[src/rtl/ltc2333_pkg.sv]
// Shared LTC2333 definitions: scheduler state encoding and the 8-bit
// conversion config word used by both the scheduler and the serial engine.
package ltc2333_pkg;

  typedef enum logic [1:0] {
    S_IDLE,
    S_WAIT_TICK,
    S_ISSUE,
    S_WAIT_DONE
  } sched_state_t;

  localparam logic CFG_CTRL_BIT = 1'b1;

  function automatic logic [7:0] make_cfg(input logic [2:0] chan, input logic [2:0] rng);
    return {CFG_CTRL_BIT, chan, rng, 1'b0};
  endfunction

endpackage

[src/rtl/ltc2333_period_timer.sv]
// Free-running frame pacer: one-cycle tick every max(period, MIN_PERIOD) clocks.
// The period is captured on load and held until the next load.
module ltc2333_period_timer #(
  parameter int MIN_PERIOD = 32
) (
  input  logic        i_clk,
  input  logic        i_reset,
  input  logic        i_load,
  input  logic        i_enable,
  input  logic [31:0] i_period,
  output logic        o_tick
);

  logic [31:0] w_eff;
  logic [31:0] r_reload;
  logic [31:0] r_cnt;

  assign w_eff  = (i_period < 32'(MIN_PERIOD)) ? 32'(MIN_PERIOD) : i_period;
  assign o_tick = i_enable && (r_cnt == '0);

  always_ff @(posedge i_clk or posedge i_reset) begin
    if (i_reset) begin
      r_reload <= '0;
      r_cnt    <= '0;
    end else if (i_load) begin
      r_reload <= w_eff - 32'd1;
      r_cnt    <= w_eff - 32'd1;
    end else if (i_enable) begin
      r_cnt <= (r_cnt == '0) ? r_reload : r_cnt - 32'd1;
    end
  end

endmodule

[src/rtl/ltc2333_conv_scheduler.sv]
// LTC2333 conversion scheduler: paces frames, walks the enabled channel mask
// and hands one conversion request at a time to the serial engine.
module ltc2333_conv_scheduler
  import ltc2333_pkg::*;
#(
  parameter int MIN_PERIOD = 32,
  parameter int N_CH       = 8,
  parameter int CNT_W      = 16
) (
  input  logic             i_clk,
  input  logic             i_reset,
  input  logic             i_start,
  input  logic             i_abort,
  input  logic [31:0]      i_sample_period,
  input  logic [15:0]      i_n_reads,
  input  logic [N_CH-1:0]  i_active_channels,
  input  logic [2:0]       i_range,
  input  logic             i_mode,
  output logic             o_req_valid,
  input  logic             i_req_ready,
  output logic [7:0]       o_req_cfg,
  output logic             o_req_last,
  input  logic             i_conv_done,
  output logic             o_in_progress,
  output logic [CNT_W-1:0] o_frames_done,
  output logic [CNT_W-1:0] o_overrun_cnt,
  output logic             o_cfg_error
);

  localparam int PTR_W = (N_CH > 1) ? $clog2(N_CH) : 1;

  sched_state_t     r_state, w_state_nxt;
  logic [N_CH-1:0]  r_mask, r_issued, w_remaining;
  logic [CNT_W-1:0] r_n_reads, r_frames, r_overrun;
  logic [2:0]       r_range;
  logic             r_mode, r_cur_last, r_abort_pend, r_cfg_error;
  logic [PTR_W-1:0] r_ptr, r_cur_chan, w_sel_chan, w_idx;
  logic             w_sel_last, w_tick, w_xfer, w_start_ok, w_cfg_err;
  logic             w_frame_done, w_abort_arm, w_overrun_evt;

  ltc2333_period_timer #(.MIN_PERIOD(MIN_PERIOD)) u_timer (
    .i_clk    (i_clk),
    .i_reset  (i_reset),
    .i_load   (w_start_ok),
    .i_enable (r_state != S_IDLE),
    .i_period (i_sample_period),
    .o_tick   (w_tick)
  );

  // Mode 1 scans upward from the pointer with wrap; mode 0 takes the lowest not-yet-issued channel.
  always_comb begin
    w_remaining = r_mask & ~r_issued;
    w_sel_chan  = '0;
    w_sel_last  = 1'b1;
    w_idx       = '0;
    if (r_mode) begin
      for (int i = N_CH - 1; i >= 0; i--) begin
        w_idx = PTR_W'((int'(r_ptr) + i) % N_CH);
        if (r_mask[w_idx]) w_sel_chan = w_idx;
      end
    end else begin
      for (int i = N_CH - 1; i >= 0; i--) begin
        if (w_remaining[PTR_W'(i)]) w_sel_chan = PTR_W'(i);
      end
      w_sel_last = ((w_remaining & (w_remaining - N_CH'(1))) == '0);
    end
  end

  always_comb begin
    w_state_nxt  = r_state;
    w_start_ok   = 1'b0;
    w_cfg_err    = 1'b0;
    w_frame_done = 1'b0;
    w_abort_arm  = 1'b0;
    w_xfer       = 1'b0;
    o_req_valid  = 1'b0;
    o_req_cfg    = '0;
    o_req_last   = 1'b0;
    unique case (r_state)
      S_IDLE: begin
        if (i_start) begin
          if (i_active_channels == '0) begin
            w_cfg_err = 1'b1;
          end else begin
            w_start_ok  = 1'b1;
            w_state_nxt = S_ISSUE;
          end
        end
      end
      S_WAIT_TICK: begin
        if (i_abort)     w_state_nxt = S_IDLE;
        else if (w_tick) w_state_nxt = S_ISSUE;
      end
      S_ISSUE: begin
        o_req_valid = 1'b1;
        o_req_cfg   = make_cfg(3'(w_sel_chan), r_range);
        o_req_last  = w_sel_last;
        w_xfer      = i_req_ready;
        if (w_xfer) begin
          w_state_nxt = S_WAIT_DONE;
          w_abort_arm = i_abort;
        end else if (i_abort) begin
          w_state_nxt = S_IDLE;
        end
      end
      S_WAIT_DONE: begin
        w_abort_arm = i_abort;
        if (i_conv_done) begin
          if (r_abort_pend || i_abort) begin
            w_state_nxt = S_IDLE;
          end else if (!r_cur_last) begin
            w_state_nxt = S_ISSUE;
          end else begin
            w_frame_done = 1'b1;
            if ((r_n_reads != '0) && (r_frames + CNT_W'(1) == r_n_reads)) w_state_nxt = S_IDLE;
            else                                                        w_state_nxt = S_WAIT_TICK;
          end
        end
      end
      default: w_state_nxt = S_IDLE;
    endcase
  end

  assign w_overrun_evt = w_tick && ((r_state == S_ISSUE) || (r_state == S_WAIT_DONE));

  always_ff @(posedge i_clk or posedge i_reset) begin
    if (i_reset) r_state <= S_IDLE;
    else         r_state <= w_state_nxt;
  end

  always_ff @(posedge i_clk or posedge i_reset) begin
    if (i_reset) begin
      r_mask       <= '0;
      r_issued     <= '0;
      r_n_reads    <= '0;
      r_frames     <= '0;
      r_overrun    <= '0;
      r_range      <= '0;
      r_mode       <= 1'b0;
      r_cur_last   <= 1'b0;
      r_cur_chan   <= '0;
      r_abort_pend <= 1'b0;
      r_cfg_error  <= 1'b0;
      r_ptr        <= '0;
    end else begin
      r_cfg_error <= w_cfg_err;
      if (w_start_ok) begin
        r_mask       <= i_active_channels;
        r_n_reads    <= CNT_W'(i_n_reads);
        r_range      <= i_range;
        r_mode       <= i_mode;
        r_frames     <= '0;
        r_overrun    <= '0;
        r_issued     <= '0;
        r_abort_pend <= 1'b0;
      end else begin
        if (w_overrun_evt && (r_overrun != '1)) r_overrun <= r_overrun + CNT_W'(1);
        if (w_abort_arm) r_abort_pend <= 1'b1;
        if (w_xfer) begin
          r_issued[w_sel_chan] <= 1'b1;
          r_cur_chan           <= w_sel_chan;
          r_cur_last           <= w_sel_last;
        end
        // The round-robin pointer only moves on completed frames, so an aborted frame is retried.
        if (w_frame_done) begin
          r_frames <= r_frames + CNT_W'(1);
          r_issued <= '0;
          if (r_mode) r_ptr <= (r_cur_chan == PTR_W'(N_CH - 1)) ? '0 : r_cur_chan + PTR_W'(1);
        end
      end
    end
  end

  assign o_in_progress = (r_state != S_IDLE);
  assign o_frames_done = r_frames;
  assign o_overrun_cnt = r_overrun;
  assign o_cfg_error   = r_cfg_error;

endmodule

[config.mk]
export PLATFORM = sky130hd
export DESIGN_NAME = ltc2333_conv_scheduler
export DESIGN_NICKNAME = d
export VERILOG_FILES = /design/src/rtl/ltc2333_pkg.sv /design/src/rtl/ltc2333_period_timer.sv /design/src/rtl/ltc2333_conv_scheduler.sv
export SDC_FILE = /design/constraint.sdc
export NUM_CORES = 1
export LEC_CHECK = 0
export ABC_CLOCK_PERIOD_IN_PS = 7100
export CELL_PAD_IN_SITES_DETAIL_PLACEMENT = 0
export CELL_PAD_IN_SITES_GLOBAL_PLACEMENT = 1
export CORE_MARGIN = 5
export CORE_UTILIZATION = 44
export CTS_BUF_LIST = sky130_fd_sc_hd__clkbuf_8
export DETAILED_ROUTE_END_ITERATION = 10
export PLACE_DENSITY = 0.83
export SLEW_MARGIN = 20
export SYNTH_ARGS = -nofsm -noshare
export SYNTH_HDL_FRONTEND = slang
export SYNTH_SLANG_ARGS = --single-unit
[constraint.sdc]
create_clock -name i_clk -period 7.1 [get_ports i_clk]
set_input_delay 1.775 -clock i_clk [delete_from_list [all_inputs] [get_ports i_clk]]
set_output_delay 1.775 -clock i_clk [all_outputs]
set_load 0.05 [all_outputs]
==> results of run 1 <==
worst max-delay path, stage by stage (launching register included):
cell	delay (ns)
dfrtp_1	0.33
buf_4	0.32
clkinv_1	0.32
ha_1	0.77
mux4_2	0.50
mux2_2	0.31
nor3_1	0.22
nor2_1	0.08
o211ai_1	0.23
a21oi_1	0.22
nor2_1	0.16
clkdlybuf4s50_1	0.82
stage by stage:
stage	setup WS, ns	power [mW]	std cells	cell area (um2)
global placement	1.21	3.33	1411	10400
detailed placement	1.10	3.35	1411	10400
CTS	0.598	4.08	1442	10900
floorplan	1.49	2.82	1082	9160
global route	0.164	4.39	1442	10900
finish	0.583	4.08	1442	10900
Yosys cell counts (9+ instances only):
cell type and n:
nand2_1 206, dfrtp_1 143, o21ai_0 81, nor2_1 78, a21oi_1 55, clkbuf_1 44, xor2_1 39, xnor2_1 33
nand3_1 32, nor3_1 29, nor4_1 23, mux2i_1 18, inv_1 17, nand4_1 17, and3_1 16, o211ai_1 16
nand2b_1 14, and2_1 12, buf_2 11, a21o_1 10, mux4_2 10, ha_1 9, nor3b_1 9, or3_1 9
or4_1 9
where the power goes:
part / internal [mW] / leakage [nW] / switching, mW / total (mW)
clock: 0.397 / 0.224 / 0.323 / 0.720
sequential: 1.10 / 1.84 / 0.330 / 1.43
combinational: 0.818 / 2.48 / 1.11 / 1.93
kinds of logic after synthesis:
logic type               count (synthesis)  synth area share
flip-flops                             143             0.391
adder cells (fa/ha/maj)                 11            0.0145
buffers and inverters                   83            0.0384
other                                    1          0.000409
AO/OA/AOI/OAI                          239             0.163
XOR/XNOR                                73            0.0714
AND/OR/NAND/NOR                        497             0.269
multiplexers                            35            0.0529
area by class of cell:
cell class / instances / area share
inverter: 20 / 0.00761
clock buffer: 19 / 0.0241
clock inverter: 12 / 0.0154
sequential: 143 / 0.330
tap: 270 / 0.0311
timing repair buffer: 122 / 0.109
multi-input combinational: 856 / 0.483
placed cells by master (no fill, tap or decap), types with 7 or more instances in the layout:
| cell type | synthesis | routed |
|---|---|---|
| a211oi_1 | 8 | 8 |
| a21o_1 | 10 | 10 |
| a21oi_1 | 55 | 55 |
| a31oi_1 | 8 | 8 |
| and2_1 | 12 | 12 |
| and3_1 | 16 | 16 |
| and4_1 | 8 | 8 |
| buf_4 | 3 | 14 |
| clkbuf_8 | 0 | 19 |
| clkdlybuf4s50_1 | 0 | 108 |
| dfrtp_1 | 143 | 143 |
| ha_1 | 9 | 9 |
| inv_1 | 17 | 18 |
| mux2_2 | 7 | 7 |
| mux2i_1 | 18 | 18 |
| mux4_2 | 10 | 10 |
| nand2_1 | 206 | 205 |
| nand2b_1 | 14 | 14 |
| nand3_1 | 32 | 32 |
| nand4_1 | 17 | 17 |
| nor2_1 | 78 | 76 |
| nor3_1 | 29 | 29 |
| nor3b_1 | 9 | 9 |
| nor4_1 | 23 | 23 |
| o211ai_1 | 16 | 16 |
| o21ai_0 | 81 | 81 |
| o31ai_1 | 8 | 8 |
| or3_1 | 9 | 9 |
| or4_1 | 9 | 9 |
| xnor2_1 | 33 | 33 |
| xor2_1 | 39 | 39 |
registers in the layout (all words and copies together), names as in the netlist:
| signal | count |
|---|---|
| r_issued | 8 |
| r_n_reads | 16 |
| r_ptr | 3 |
| r_cur_last | 1 |
| r_range | 3 |
| r_state | 2 |
| u_timer.r_reload | 32 |
| r_mask | 8 |
| u_timer.r_cnt | 32 |
| o_cfg_error | 1 |
| r_abort_pend | 1 |
| r_mode | 1 |
| r_cur_chan | 3 |
| o_overrun_cnt | 16 |
| o_frames_done | 16 |
layer usage:
layer  routed length (um)  GRT usage  share of wire  up-vias
met5                    0          0              0        -
met4                  240     0.0412         0.0097        0
met3                 1470     0.0360          0.059       18
met2                11700      0.336           0.47      259
met1                11300      0.291           0.46     3943
li1                     -          -              -     4037
path summary, 6_finish.rpt:
kind                                 startpoint                    to  cells after the start
min reg2reg                u_timer.r_reload[25]  u_timer.r_reload[25]                      2
max reg2reg                            r_ptr[0]           r_issued[1]                     10
min in group asynchronous               i_reset             r_mask[7]                      2
max in group asynchronous               i_reset  u_timer.r_reload[13]                      3
max                                    r_ptr[0]          o_req_cfg[4]                     11
min                        u_timer.r_reload[25]  u_timer.r_reload[25]                      2
==> flow_summary.json, run 1 <==
{
  "outcome": "finished clean",
  "finalCriticalPeriod_ns": 6.52,
  "via_count": 8257,
  "drive_above_1_share": 0.0657,
  "synth_cell_types": 71,
  "max_slew_margin": 0.255,
  "crit_path_start_kind": "register",
  "hold_path.class": "reg -> reg",
  "whs_ns": 0.474,
  "vias_per_cell": 5.73,
  "final.setup_skew_ns": 0.0110,
  "regArea_mm2": 0.00358,
  "cts_num_sinks": 143,
  "regToRegSetupSlack_ns": 3.23,
  "h-tree-depth": 4,
  "cts_buffer_depth": 2,
  "core_mm2": 0.0204,
  "start_util": 0.450,
  "cts_root_buf": "clkbuf_8",
  "grt-ovfl-total": 0,
  "cp.required_ns": 5.33,
  "syn_nets": 1157,
  "routabilityCongestion": 0.892,
  "antenna_found_initial": 0,
  "grt_pass1_wl_mm": 40.8,
  "max-cap-violations": 0,
  "cts_made_buffers": 17,
  "die_w_um": 154,
  "finalSetupViolCount": 0,
  "io_pins": 110,
  "die-height_um": 154,
  "grtUsageTotal": 0.206,
  "rsz0062_at_grt": "false",
  "dp.final_hpwl_mm": 17.3,
  "finalCoreUtilization": 0.533,
  "die_area_mm2": 0.0238,
  "drc": 0,
  "power_leakage_nw": 4.54,
  "post_drt_wl_per_cell_um": 17.2,
  "cp.arrival_ns": 4.74,
  "ys_top_cells_by_area": "dfrtp_1 (39%), nand2_1 (8.4%), o21ai_0 (4.4%), xor2_1 (3.7%), nor2_1 (3.2%)",
  "netlist_instances": 1082,
  "fmax_ghz": 0.153,
  "yosys_warnings": 0,
  "synth_top_area_frac": 0.391,
  "final_antenna_net_count": 0,
  "n_antenna_cell": 0,
  "fillers": 1912,
  "grt_pass1_vias": 7799,
  "portBuffers": 108,
  "drt_first_iter_violations": 544,
  "fin_nets": 1235,
  "yosysTopAreaCell": "dfrtp_1",
  "ir_drop_mv": 0.166,
  "post-cts-setup-buffers": 0,
  "placementRows": 52,
  "finalCritPeriodShare": 0.918,
  "cp_max_fo": 30,
  "endpoint_kind": "primary output",
  "synthArstFlopShare": 1.00,
  "synth-seq-area-share": 0.391,
  "slew_viol_final": 0,
  "ys_ff_latch": 143,
  "tightest_slew_ns": 1.11,
  "grt_max_degree": 110,
  "clk_pin_slew_ns": 0.08,
  "clk-insertion-delay-late_ns": 0.44,
  "cts_hold_buf": 0,
  "syn_area_mm2": 0.00916,
  "crit_type": "reg -> out",
  "multi_input_area_mm2": 0.00524,
  "cellPowerDensity_mw_per_mm2": 376,
  "synth-main-ff-cell": "dfrtp_1",
  "fin_setup_tns_ns": 0,
  "synth_edf_count": 0,
  "post_cts_resized": 0,
  "cts_tree": "yes",
  "finalHoldViolations": 0,
  "synth_area_per_cell_um2": 8.46,
  "first_pass_iters": 6,
  "syn_to_final_growth_pct": 18.5,
  "wl_mm": 24.8
}
No activity file was read; power rests on OpenSTA's default activity.
==> run 2: changes to the inputs <==
--- a/config.mk
+++ b/config.mk
@@ -6,13 +6,11 @@
 export NUM_CORES = 1
 export LEC_CHECK = 0
 export ABC_CLOCK_PERIOD_IN_PS = 7100
-export CELL_PAD_IN_SITES_DETAIL_PLACEMENT = 0
-export CELL_PAD_IN_SITES_GLOBAL_PLACEMENT = 1
 export CORE_MARGIN = 5
-export CORE_UTILIZATION = 44
+export CORE_UTILIZATION = 49
 export CTS_BUF_LIST = sky130_fd_sc_hd__clkbuf_8
 export DETAILED_ROUTE_END_ITERATION = 10
-export PLACE_DENSITY = 0.83
+export PLACE_DENSITY = 0.71
 export SLEW_MARGIN = 20
 export SYNTH_ARGS = -nofsm -noshare
 export SYNTH_HDL_FRONTEND = slang
==> run 2 against run 1 <==
Sequential power hardly changed. Worst hold slack better by 0.0039 ns. Clock power hardly changed. Flip-flop and latch count stayed put. Die area is 9.6% lower. Cell count is 2.8% lower. Largest cell class unchanged. Highest routed layer unchanged.
==> flow_summary.json, run 2 (synthesis gave the netlist of run 1 again) <==
{
  "outcome": "finished clean",
  "holdPathStages": 2,
  "via_count": 8442,
  "first_pass_iters": 5,
  "cts_made_buffers": 17,
  "wl_mm": 25.1,
  "grt_pass1_wl_mm": 40.9,
  "post_cts_resized": 0,
  "fillers": 1694,
  "core_mm2": 0.0186,
  "rsz0062_at_grt": "false",
  "placed_cells": 1373,
  "grt_max_degree": 90,
  "crit_path_start_kind": "register",
  "clk-insertion-delay-late_ns": 0.46,
  "vias_per_cell": 6.02,
  "die-height_um": 147,
  "finalCoreUtilization": 0.581,
  "cp.required_ns": 5.33,
  "cellPowerDensity_mw_per_mm2": 379,
  "grtUsageTotal": 0.231,
  "timing.final.ws_setup_ns": 0.987,
  "cts_root_buf": "clkbuf_8",
  "regArea_mm2": 0.00358,
  "fmax_ghz": 0.164,
  "cts_buffer_depth": 2,
  "mostFrequentLayoutCell": "nand2_1",
  "net-switching-power_mw": 1.78,
  "antenna_found_initial": 0,
  "drive_above_1_share": 0.0651,
  "die_w_um": 147,
  "whs_ns": 0.478,
  "cp.arrival_ns": 4.34,
  "crit_chain": "clkinv_1 > ha_1 > mux4_2 > and2_1 > nor4_1 > o32ai_1 > a21oi_1 > and2_1 > clkdlybuf4s50_1",
  "final_antenna_net_count": 0,
  "endpoint_kind": "primary output",
  "cp_max_fo": 14,
  "pwr-share-clk": 0.177,
  "multi_input_area_mm2": 0.00524,
  "max_slew_margin": 0.290,
  "clk_pin_slew_ns": 0.08,
  "slew_viol_final": 0,
  "cts_hold_buf": 0,
  "syn_to_final_growth_pct": 17.8,
  "finalCriticalPeriod_ns": 6.11,
  "max-cap-violations": 0,
  "fin_nets": 1233,
  "finalSetupViolCount": 0,
  "cts_tree": "yes",
  "fin_cells": 1402,
  "finalHoldViolations": 0,
  "finalCritPeriodShare": 0.861,
  "dp.final_hpwl_mm": 17.3,
  "io_pins": 110,
  "n_antenna_cell": 0,
  "crit_top_cell": "and2_1",
  "fin_setup_tns_ns": 0,
  "final.setup_skew_ns": 0.0133,
  "internal_power_mw": 2.31,
  "ir_drop_mv": 0.228,
  "reg2reg_depth": 9,
  "slowest_delay_ns": 0.80,
  "p_sw_frac": 0.435,
  "pwr-share-comb": 0.471,
  "start_util": 0.493,
  "hold_path.class": "reg -> reg",
  "die_area_mm2": 0.0215,
  "tightest_slew_ns": 1.05,
  "top_regs": "u_timer.r_cnt: 32 flops, u_timer.r_reload: 32 flops",
  "routabilityCongestion": 0.876,
  "placementRows": 50,
  "drc": 0,
  "grt-ovfl-total": 0,
  "portBuffers": 108,
  "post-cts-setup-buffers": 0,
  "grt_pass1_vias": 7933,
  "h-tree-depth": 4,
  "final_cell_mix": "nand2_1 (205), dfrtp_1 (143), clkdlybuf4s50_1 (108)",
  "cts_num_sinks": 143,
  "power_leakage_nw": 4.52,
  "drt_first_iter_violations": 568,
  "crit_type": "reg -> out",
  "post_drt_wl_per_cell_um": 17.9,
  "crit_slowest_cell": "clkdlybuf4s50_1",
  "dp_slack_ns": 1.22,
  "p_seq_frac": 0.352
}
==> run 2: final timing paths <==
check | slack, ns | start | endpoint
worst max-delay path | 0.99 | r_ptr[1] | o_req_cfg[6]
worst min-delay path | 0.48 | r_range[0] | r_range[0]
worst max register to register | 3.60 | r_ptr[1] | r_issued[6]
worst min register to register | 0.48 | r_range[0] | r_range[0]
max in group asynchronous | 4.05 | i_reset | r_issued[2]
min in group asynchronous | 1.83 | i_reset | r_mask[4]
==> run 2: critical path, delay by kind of cell (launching register included) <==
family | cells | cell delay, ns
buffers and inverters | 2 | 1.03
adder cells (fa/ha/maj) | 1 | 0.75
AND/OR/NAND/NOR | 3 | 0.69
AO/OA/AOI/OAI | 2 | 0.61
multiplexers | 1 | 0.45
flip-flops | 1 | 0.35
==> run 2: final cells by class <==
| cell class | instances | area share |
|---|---|---|
| clock buffer | 19 | 0.0242 |
| clock inverter | 10 | 0.0151 |
| inverter | 20 | 0.00742 |
| multi-input combinational | 856 | 0.486 |
| sequential | 143 | 0.332 |
| tap | 234 | 0.0271 |
| timing repair buffer | 120 | 0.109 |
==> run 2: power groups by stage <==
| stage | Clock, mW | Sequential, mW | Combinational (mW) |
|---|---|---|---|
| floorplan | 0 | 1.30 | 1.52 |
| global placement | 0 | 1.43 | 1.88 |
| detailed placement | 0 | 1.44 | 1.91 |
| CTS | 0.733 | 1.43 | 1.92 |
| global route | 0.766 | 1.47 | 2.13 |
| finish | 0.723 | 1.44 | 1.93 |
==> run 2: routing by layer <==
layer  up-vias  global-route usage  share of wire
met4         0              0.0706          0.019
li1       4030                   -              -
met2       293               0.378           0.48
met5         -                   0              0
met3        40              0.0438          0.060
met1      4079               0.313           0.44
==> run 2: per-stage QoR <==
stage | area [um2] | total power, mW
finish | 10800 | 4.08
global route | 10800 | 4.37
CTS | 10800 | 4.07
detailed placement | 10400 | 3.35
global placement | 10400 | 3.31
floorplan | 9160 | 2.82
==> run 3: changes to the inputs <==
--- a/config.mk
+++ b/config.mk
@@ -7,10 +7,10 @@
 export LEC_CHECK = 0
 export ABC_CLOCK_PERIOD_IN_PS = 7100
 export CORE_MARGIN = 5
-export CORE_UTILIZATION = 49
+export CORE_UTILIZATION = 58
 export CTS_BUF_LIST = sky130_fd_sc_hd__clkbuf_8
 export DETAILED_ROUTE_END_ITERATION = 10
-export PLACE_DENSITY = 0.71
+export PLACE_DENSITY = 0.83
 export SLEW_MARGIN = 20
 export SYNTH_ARGS = -nofsm -noshare
 export SYNTH_HDL_FRONTEND = slang
==> run 3 against run 2 <==
Sequential share of layout area grew 0.17 points. Routed wire length shrank 2.2%. Utilization grew 10 points. Worst hold slack lost 0.0087 ns. Non-clock buffer count grew 1. Flip-flop and latch count is the same. Maximum frequency shrank 5.9%. Total power shrank 2.0%. Clock-buffer cell count grew 1. Clock power shrank 11%.
==> flow_summary.json, run 3 (synthesis gave the netlist of run 1 again) <==
{
  "outcome": "finished clean",
  "reg2reg_depth": 10,
  "routabilityCongestion": 0.952,
  "finalCritPeriodShare": 0.915,
  "top_regs": "u_timer.r_cnt: 32 flops, u_timer.r_reload: 32 flops",
  "cp_max_fo": 30,
  "regToRegSetupSlack_ns": 3.23,
  "endpoint_kind": "primary output",
  "fmax_ghz": 0.154,
  "post_drt_wl_per_cell_um": 17.7,
  "first_pass_iters": 5,
  "ir_drop_mv": 0.240,
  "crit_top_cell": "and2_1",
  "slowest_delay_ns": 0.79,
  "fin_nets": 1234,
  "r2r-start": "r_ptr[0]",
  "wl_mm": 24.5,
  "post_cts_resized": 0,
  "cts_root_buf": "clkbuf_8",
  "cts_hold_buf": 0,
  "post-cts-setup-buffers": 0,
  "hold_end": "r_range[0]",
  "drt_first_iter_violations": 821,
  "power_leakage_nw": 4.50,
  "clk_pin_slew_ns": 0.08,
  "clk-insertion-delay-late_ns": 0.46,
  "crit_chain": "buf_4 > clkinv_1 > ha_1 > mux4_2 > and2_1 > nor4_1 > o32ai_1 > a21oi_1 > and2_1 > clkdlybuf4s50_1",
  "final_cell_mix": "nand2_1 (205), dfrtp_1 (143), clkdlybuf4s50_1 (108)",
  "placementRows": 46,
  "finalHoldViolations": 0,
  "die-height_um": 136,
  "vias_per_cell": 6.12,
  "cp.required_ns": 5.33,
  "fin_setup_tns_ns": 0,
  "cts_made_buffers": 17,
  "holdPathStages": 2,
  "rsz0062_at_grt": "false",
  "grt-ovfl-total": 0,
  "start_util": 0.583,
  "grt_pass1_vias": 7967,
  "drive_above_1_share": 0.0675,
  "finalCriticalPeriod_ns": 6.49,
  "io_pins": 110,
  "antenna_found_initial": 0,
  "finalSetupViolCount": 0,
  "crit_type": "reg -> out",
  "max-cap-violations": 0,
  "crit_slowest_cell": "clkdlybuf4s50_1",
  "grtUsageTotal": 0.271,
  "final_antenna_net_count": 0,
  "mostFrequentLayoutCell": "nand2_1",
  "slew_viol_final": 0,
  "cellPowerDensity_mw_per_mm2": 373,
  "grt_pass1_wl_mm": 40.2,
  "cts_buffer_depth": 2,
  "r2r-end": "r_issued[0]",
  "cts_tree": "yes",
  "hp-start": "r_range[0]",
  "n_antenna_cell": 0,
  "tightest_slew_ns": 0.928,
  "crit_path_start_kind": "register",
  "drc": 0,
  "portBuffers": 108,
  "hold_path.class": "reg -> reg",
  "cp.arrival_ns": 4.72,
  "total_power_mw": 4.00,
  "dp.final_hpwl_mm": 17.2,
  "core_mm2": 0.0157,
  "cts_num_sinks": 143,
  "via_count": 8482,
  "die_w_um": 136,
  "syn_to_final_growth_pct": 17.2,
  "h-tree-depth": 4,
  "die_area_mm2": 0.0184,
  "final.setup_skew_ns": 0.0103,
  "max_slew_margin": 0.379,
  "grt_max_degree": 99
}
run 3: cell types whose count changed in the layout (fill, tap and decap cells not counted):
cell | previous run | this run
buf_4 | 12 | 13
bufinv_16 | 4 | 1
clkbuf_8 | 19 | 20
clkinv_2 | 2 | 1
clkinvlp_4 | 2 | 5
inv_6 | 2 | 4
run 3: area by class of cell:
| class | count | area (um2) |
|---|---|---|
| tap | 216 | 270 |
| multi-input combinational | 856 | 5240 |
| inverter | 20 | 80.1 |
| timing repair buffer | 121 | 1180 |
| fill | 1294 | 4980 |
| sequential | 143 | 3580 |
| clock buffer | 20 | 275 |
| clock inverter | 11 | 108 |
run 3: per-layer routing:
metal / wire [um] / up-vias / share of wire / GRT usage
met5: 0 / - / 0 / 0
met4: 370 / 0 / 0.015 / 0.0840
met3: 1540 / 37 / 0.063 / 0.0527
met2: 11900 / 309 / 0.49 / 0.448
met1: 10700 / 4086 / 0.44 / 0.362
li1: - / 4050 / - / -
run 3: worst max path at each step:
stage	start	end	cells after the start
3_3_place_gp	r_ptr[0]	o_req_cfg[6]	10
2_1_floorplan	i_reset	o_cfg_error	1
6_report	r_ptr[0]	o_req_cfg[6]	10
4_1_cts	r_ptr[0]	o_req_cfg[6]	10
5_1_grt	r_ptr[0]	o_req_cfg[4]	11
3_5_place_dp	r_ptr[0]	o_req_cfg[6]	10
run 3: worst max-delay path: cells and delay by family (launching register included):
family / cells / cell delay, ns
buf+inv: 3 / 1.44
fa+ha+maj: 1 / 0.78
simple gates: 3 / 0.70
compound gates: 2 / 0.54
mux: 1 / 0.46
flops: 1 / 0.33
run 3: through the flow:
stage	utilization	worst slack, ns	hold WS, ns	instance area, um2	cells
global route	0.683	0.259	0.496	10700	1387
CTS	0.683	0.649	0.476	10700	1387
detailed placement	0.659	1.15	0.454	10300	1356
finish	0.683	0.606	0.469	10700	1387
global placement	0.659	1.20	0.452	10300	1356
floorplan	-	1.49	0.437	9160	1082
run 3: power breakdown:
part	switching [mW]	internal, mW
logic	1.11	0.811
clock network	0.337	0.306
registers	0.340	1.10
total	1.79	2.22
